`src/rtl/rr_arb_pkg.sv`:
```
// Shared constants and state type for the round-robin select arbiter.
package rr_arb_pkg;

  localparam int unsigned NREQ         = 4;
  localparam int unsigned IDX_W        = 2;
  localparam int unsigned MAX_HOLD_DEF = 8;
  localparam int unsigned HOLD_W_DEF   = 3;

  typedef enum logic {
    IDLE  = 1'b0,
    GRANT = 1'b1
  } state_t;

endpackage

```
`src/rtl/rr_pick4.sv`:
```
// Rotating-priority scan: first set request bit starting at ptr, wrapping mod 4.
module rr_pick4
  import rr_arb_pkg::*;
(
  input  logic [NREQ-1:0]  req,
  input  logic [IDX_W-1:0] ptr,
  output logic [IDX_W-1:0] pick,
  output logic             any
);

  // Scan from the farthest offset down so the nearest set bit is written last.
  always_comb begin
    logic [IDX_W-1:0] idx;
    idx  = '0;
    pick = '0;
    any  = |req;
    for (int i = NREQ - 1; i >= 0; i--) begin
      idx = ptr + IDX_W'(i);
      if (req[idx]) pick = idx;
    end
  end

endmodule

```
`src/rtl/rr_select_arbiter.sv`:
```
// Four-requester round-robin arbiter with registered grant index, hold limit
// and break-before-make gap between consecutive grants.
module rr_select_arbiter
  import rr_arb_pkg::*;
#(
  parameter int unsigned MAX_HOLD = MAX_HOLD_DEF,
  parameter int unsigned HOLD_W   = HOLD_W_DEF
) (
  input  logic             clk,
  input  logic             rst,
  input  logic [NREQ-1:0]  req,
  input  logic             done,
  output logic [IDX_W-1:0] gnt_idx,
  output logic             gnt_valid,
  output logic             timeout
);

  localparam logic [HOLD_W-1:0] HOLD_LAST = HOLD_W'(MAX_HOLD - 1);

  state_t            state, state_nxt;
  logic [IDX_W-1:0]  ptr, ptr_nxt;
  logic [HOLD_W-1:0] hold_cnt, hold_nxt;
  logic [IDX_W-1:0]  idx_nxt;
  logic              valid_nxt, timeout_nxt;
  logic [IDX_W-1:0]  pick;
  logic              any;
  logic              rel_norm, rel_lim;

  rr_pick4 u_pick (
    .req  (req),
    .ptr  (ptr),
    .pick (pick),
    .any  (any)
  );

  always_ff @(posedge clk) begin
    if (rst) begin
      state     <= IDLE;
      ptr       <= '0;
      hold_cnt  <= '0;
      gnt_idx   <= '0;
      gnt_valid <= 1'b0;
      timeout   <= 1'b0;
    end else begin
      state     <= state_nxt;
      ptr       <= ptr_nxt;
      hold_cnt  <= hold_nxt;
      gnt_idx   <= idx_nxt;
      gnt_valid <= valid_nxt;
      timeout   <= timeout_nxt;
    end
  end

  // Next-state and registered-output values; timeout only when the limit alone releases.
  always_comb begin
    state_nxt   = state;
    ptr_nxt     = ptr;
    hold_nxt    = hold_cnt;
    idx_nxt     = gnt_idx;
    valid_nxt   = gnt_valid;
    timeout_nxt = 1'b0;
    rel_norm    = done | ~req[gnt_idx];
    rel_lim     = (hold_cnt == HOLD_LAST);

    case (state)
      IDLE: begin
        valid_nxt = 1'b0;
        if (any) begin
          idx_nxt   = pick;
          valid_nxt = 1'b1;
          hold_nxt  = '0;
          state_nxt = GRANT;
        end
      end
      GRANT: begin
        if (rel_norm || rel_lim) begin
          valid_nxt   = 1'b0;
          ptr_nxt     = gnt_idx + IDX_W'(1);
          state_nxt   = IDLE;
          timeout_nxt = rel_lim & ~rel_norm;
        end else begin
          hold_nxt = hold_cnt + HOLD_W'(1);
        end
      end
    endcase
  end

endmodule
```
`config.mk`:
```
export PLATFORM = sky130hd
export DESIGN_NAME = rr_select_arbiter
export DESIGN_NICKNAME = d
export VERILOG_FILES = /design/src/rtl/rr_arb_pkg.sv /design/src/rtl/rr_pick4.sv /design/src/rtl/rr_select_arbiter.sv
export SDC_FILE = /design/constraint.sdc
export NUM_CORES = 1
export LEC_CHECK = 0
export ABC_AREA = 1
export CAP_MARGIN = 20
export CORE_AREA = 2 2 39 41
export CTS_BUF_LIST = sky130_fd_sc_hd__clkbuf_8
export CTS_CLUSTER_SIZE = 16
export DETAILED_ROUTE_END_ITERATION = 16
export DIE_AREA = 0 0 41 43
export HOLD_SLACK_MARGIN = 0.15
export PLACE_DENSITY = 0.84
export SYNTH_ARGS = -nofsm -noshare
export SYNTH_HDL_FRONTEND = slang
export SYNTH_SLANG_ARGS = --single-unit
```
`constraint.sdc`:
```
create_clock -name clk -period 1.6 [get_ports clk]
set_clock_uncertainty 0.2 [all_clocks]
set_input_delay 0.48 -clock clk [delete_from_list [all_inputs] [get_ports clk]]
set_output_delay 0.48 -clock clk [all_outputs]
set_load 0.01 [all_outputs]
```
; ---- Yosys cells after proc, flatten, opt, wreduce, memory -nomap -nowiden
; Cells that the tools add are included.
[op_classes]
n_lt_le_gt_ge = 5
bitwise = 6
multipliers = 0
n_eq_ne = 4
div = 0
muxes = 22
addsub = 5
n_reduce_logical = 6
shift = 0
[ops]
columns = op, count
row1 = $lt 2x3->1 const B, 5
row2 = $bmux 1 s2, 5
row3 = $mux 1, 8
row4 = $mux 2, 4
row5 = $mux 3, 2
row6 = $pmux 3 s2, 1
row7 = $reduce_and 2->1, 3
row8 = $add 2x1->2 const B, 2
row9 = $add 2x2->2 const B, 2
row10 = $ne 2x2->1 const B, 2
row11 = $not 1->1, 4
row12 = $pmux 1 s2, 2
row13 = $reduce_or 4->1, 1
row14 = $add 3x1->3 const B, 1
row15 = $eq 3x3->1 const B, 1
row16 = $reduce_or 3->1, 1
row17 = $ne 2x1->1 const B, 1
row18 = $and 1x1->1, 1
row19 = $logic_or 1x1->1, 1
row20 = $or 1x1->1, 1
[totals]
elab_cells = 54
latchBits = 0
output_inout_bits = 4
ram_bits = 0
mem_bits_ro = 0
regBits = 10
mem_count = 0
in_bits = 7

; ---- Depth between registers and ports, before layout
[depth]
ltp_word = 7
mapped_depth = 11
depth_no_buf = 10

; ---- By module
; From an unflattened synthesis, not the netlist that was laid out.
[unflattened]
hier_cells = 109
area_unflattened_um2 = 698.2
[modules_own_cells]
columns = mod, seq_area_each_um2, n_inst, area_each_um2, cells_per_inst
row1 = rr_select_arbiter, 200.2, 1, 509.2, 63
row2 = rr_pick4, 0.0, 1, 188.9, 46

; ---- Worst setup path after synthesis
; Ideal clock, no wire load.
[synth_timing]
kind = input-to-reg
start = in req[0]
end = reg gnt_idx[1]
path_slack_ns = 0.172
n_path_buf = 0
setup_time_ns = 0.116
t_required_ns = 1.284
cell_stages = 6
arrival_ns = 1.111
cell_sequence = inv_1 > nand3_1 > o21ai_2 > inv_1 > o21ai_1 > a21oi_1
[synth_between]
elab_chain_cells = 6
elab_cells_between_ends = 14
cone_classes = mux: 12 / reduce/logical: 2
[synth_lines]
columns = item, line
row1 = "start, declared", rr_select_arbiter.sv:11  ; input logic [NREQ-1:0] req,
row2 = $bmux 1 s2, rr_pick4.sv:19  ; if (req[idx]) pick = idx;
row3 = $mux 1 (not written as such), rr_pick4.sv:19
row4 = $mux 2 (4 in series), rr_pick4.sv:19
row5 = "end signal, assigned", rr_select_arbiter.sv:48  ; gnt_idx <= idx_nxt;
row6 = "end, declared", rr_select_arbiter.sv:13  ; output logic [IDX_W-1:0] gnt_idx,
; Several ways; a longest one is shown, not always the timed one. The select of a mux whose other input is x is not followed.
; A chain may end at the register's enable or synchronous reset.

; ---- Final worst setup path
[layout_timing]
start = in req[2]
end = reg ptr[0]
[layout_between]
elab_chain_cells = 6
[layout_lines]
columns = item, line
row1 = $bmux 1 s2, rr_select_arbiter.sv:62  ; rel_norm = done | ~req[gnt_idx];
row2 = $mux 1 (not written as such), rr_select_arbiter.sv:62
row3 = $not 1->1, rr_select_arbiter.sv:62
row4 = $or 1x1->1, rr_select_arbiter.sv:62
row5 = $logic_or 1x1->1, rr_select_arbiter.sv:76  ; if (rel_norm || rel_lim) begin
row6 = $reduce_and 2->1 (no source line), --
row7 = "end signal, assigned", rr_select_arbiter.sv:46  ; ptr <= ptr_nxt;
row8 = "end, declared", rr_select_arbiter.sv:21  ; logic [IDX_W-1:0] ptr, ptr_nxt;
; Every way passes these cells. The select of a mux whose other input is x is not followed.

==> run_results.csv <==
group,metric,value,unit
drt,wl_per_cell,11.17,um
drt,drtPass1Iterations,4,
drt,vias,716,
worst_setup_path,end_kind,"register",
global_routing,grt_overflow,0,
worst_setup_path,cp-start-kind,"input port",
worst_hold_path,hold_path_depth,2,
sta,post-route-min-period,1532,ps
worst_setup_path,cp-startpoint,"req[2]",
cells_and_area,num_antenna_cells,0,
cts,cts_root_buf,"clkbuf_8",
cts,ctsHtreeMaxLevel,1,
die,rows,14,
cts,clk_latency,230,ps
global_routing,antenna_found_initial,0,
worst_setup_path,path_class,"in2reg",
die,core,0.001384,sq mm
worst_setup_path,cp.arrival,1460,ps
synthesis,ys_warn_count,0,
die,dieArea,0.001763,sq mm
placement,dp_hpwl,1.146,mm
drt,routed_via_density,5.114,
sta,post-route-period-util,95.76,%
synthesis,seq_area_frac_synth,29.52,%
worst_hold_path,min_from,"gnt_valid",
placement,io_buffers,10,
drt,post-route-drc-count,0,
cells_and_area,final_layout_size_suffix_gt1_share,24.19,%
worst_setup_path,cp.required,1530,ps
cells_and_area,fin_nets,135,
outcome,status,"completed",
sta,slew_headroom,84.22,%
sta,setup_violations,0,
cells_and_area,multiInputGateArea,424.2,sq um
cts,cts_tree,"done",
worst_setup_path,worst_r2r_path_depth,8,
die,die_y,43,um
sta,fin_ws,67.88,ps
flow_run,max_cap_viol_count,0,
sta,drv_slew,0,
synthesis,ys_ff_latch,10,
die,top_level_ports,11,
synthesis,syn_nets,114,
cells_and_area,fin_cells,140,
worst_setup_path,r2r_setup_slack,90,ps
power_and_ir_drop,power-per-cell-area,965.3,mW/mm^2
worst_setup_path,r2r-start,"hold_cnt[0]",
sta,timing.hold.ws,259.9,ps
cts,ctsLongestPathBuffers,2,
cells_and_area,n_fill_cell,120,
drt,antenna_left,0,
synthesis,synth.avg_cell_area,6.459,sq um
global_routing,grt.total_usage,22.70,%
worst_hold_path,whs_endpoint,"gnt_valid",
global_routing,grt_pass1_vias,668,
sta,tightest_slew,236.4,ps
drt,drt_iter0_markers,26,
sta,max_freq,0.6527,GHz
die,die_x,41,um
power_and_ir_drop,power,867.1,uW
drt,wl,1.564,mm
worst_setup_path,r2r-end,"ptr[0]",
cells_and_area,area_growth_syn_to_layout,32.47,%
power_and_ir_drop,ir_drop,0.4850,mV
sta,hold_viol_final,0,
die,start_util,49.01,%
sta,fin_tns_setup,0,ps
cts,clk_pin_slew,50,ps
global_routing,grt_max_degree,11,
placement,pre_cts_slack,-400.3,ps
cts,cts_buffers,3,
global_routing,grt_pass1_wl,2.760,mm
cts,cts_num_sinks,10,
synthesis,synthCells,105,
synthesis,syn_area,678.2,sq um
cells_and_area,regArea,200.2,sq um
placement,gp_congestion,0.9161,
synthesis,synthDistinctLibCells,23,
worst_hold_path,hp-class,"reg2reg",
placement,dp.cells,136,
worst_setup_path,cp_max_fo,4,
power_and_ir_drop,p_leak,0.4432,nW
[what timing repair did]
action                                  4_1_cts  5_1_grt
gates resized for setup                      11        3
setup buffers                                 0        1
endpoints found under the setup margin       14        5
hold buffers                                  0        0
pin swaps                                     5        1
[where the power goes]
part	internal (mW)	switching [mW]
clock network	0.164	0.0925
logic	0.135	0.184
registers	0.272	0.0192
total	0.571	0.296
[worst max-delay path, stage by stage]
cell           delay [ps]
dlygate4sd2_1         260
o211ai_1              220
nand2_2               130
nand3_4               110
nand2_4                70
o21ai_1               130
nor2_1                 50
[layout make-up]
type	count	share of cell area, %
Clock buffer	3	4.596
Sequential cell	10	22.28
Timing Repair Buffer	17	17.27
Multi-Input combinational cell	80	47.21
Tap cell	16	2.228
Inverter	14	6.407
[how the worst max path moves through the flow]
| stage | to | slack [ps] | depth (start not counted) |
|---|---|---|---|
| floorplan | gnt_idx[1] | 170 | 6 |
| detailed placement | ptr[0] | -400 | 10 |
| global route | gnt_idx[0] | -8 | 10 |
| global placement | ptr[0] | -370 | 10 |
| CTS | ptr[0] | 50 | 8 |
| finish | ptr[0] | 70 | 7 |
[Yosys cell counts]
cell | instances | share of area, %
a21oi_2 | 1 | 1.3
o21ai_1 | 5 | 3.7
xor2_1 | 1 | 1.3
inv_2 | 6 | 3.3
nand2_1 | 36 | 20
nor2_4 | 1 | 1.7
nand4_2 | 1 | 1.8
a21oi_1 | 8 | 5.9
nor3_1 | 1 | 0.74
nand3_4 | 1 | 2.6
nand4_1 | 1 | 0.92
and2_1 | 1 | 0.92
buf_6 | 1 | 1.7
inv_6 | 1 | 1.3
o211ai_1 | 1 | 1.1
dfxtp_1 | 10 | 30
nand3b_1 | 1 | 1.1
nor2_1 | 8 | 4.4
nand2_2 | 3 | 2.8
o21ai_2 | 1 | 1.3
inv_1 | 7 | 3.9
nand3_1 | 7 | 5.2
ha_1 | 2 | 3.7
[state kept, by name, indices dropped and copies added (netlist names)]
| name | cells |
|---|---|
| gnt_idx | 2 |
| gnt_valid | 1 |
| hold_cnt | 3 |
| ptr | 2 |
| state | 1 |
| timeout | 1 |
[cells by family (layout without fill, tap and decap cells)]
group                      count (synthesis)  after routing  share of synthesized area (%)
and+or+nand+nor                           61             61                          42.07
AOI/OAI and AO/OA                         16             16                          13.28
buffers and inverters                     15             34                          10.15
DFF                                       10             10                          29.52
adders and majority gates                  2              2                          3.689
xor gates and xnor gates                   1              1                          1.292
[cell usage in the layout (no fill, tap or decap), types with 2 or more instances in the layout]
cell type,Yosys,final
nand2_1,36,35
dfxtp_1,10,10
inv_2,6,8
nor2_1,8,8
dlygate4sd2_1,0,8
nand3_1,7,7
a21oi_1,8,6
buf_4,0,6
inv_1,7,5
o21ai_1,5,5
a21oi_2,1,3
nand2_2,3,3
clkbuf_8,0,3
ha_1,2,2
clkdlybuf4s50_1,0,2
[layer usage]
| layer | track usage [%] | vias to the layer above | part of all wire, % |
|---|---|---|---|
| li1 | - | 375 | - |
| met3 | 8.377 | 2 | 5.7 |
| met2 | 33.44 | 22 | 48 |
| met1 | 30.07 | 317 | 46 |
| met5 | 0 | - | 0 |
| met4 | 6.667 | 0 | 0.26 |
[metrics by stage]
step                util (%)  cell area [sq um]
floorplan                  -              678.2
global placement       61.03              844.6
detailed placement     61.03              844.6
CTS                    63.92              884.6
global route           64.92              898.4
finish                 64.92              898.4
Power figures use the tool's default switching activity.
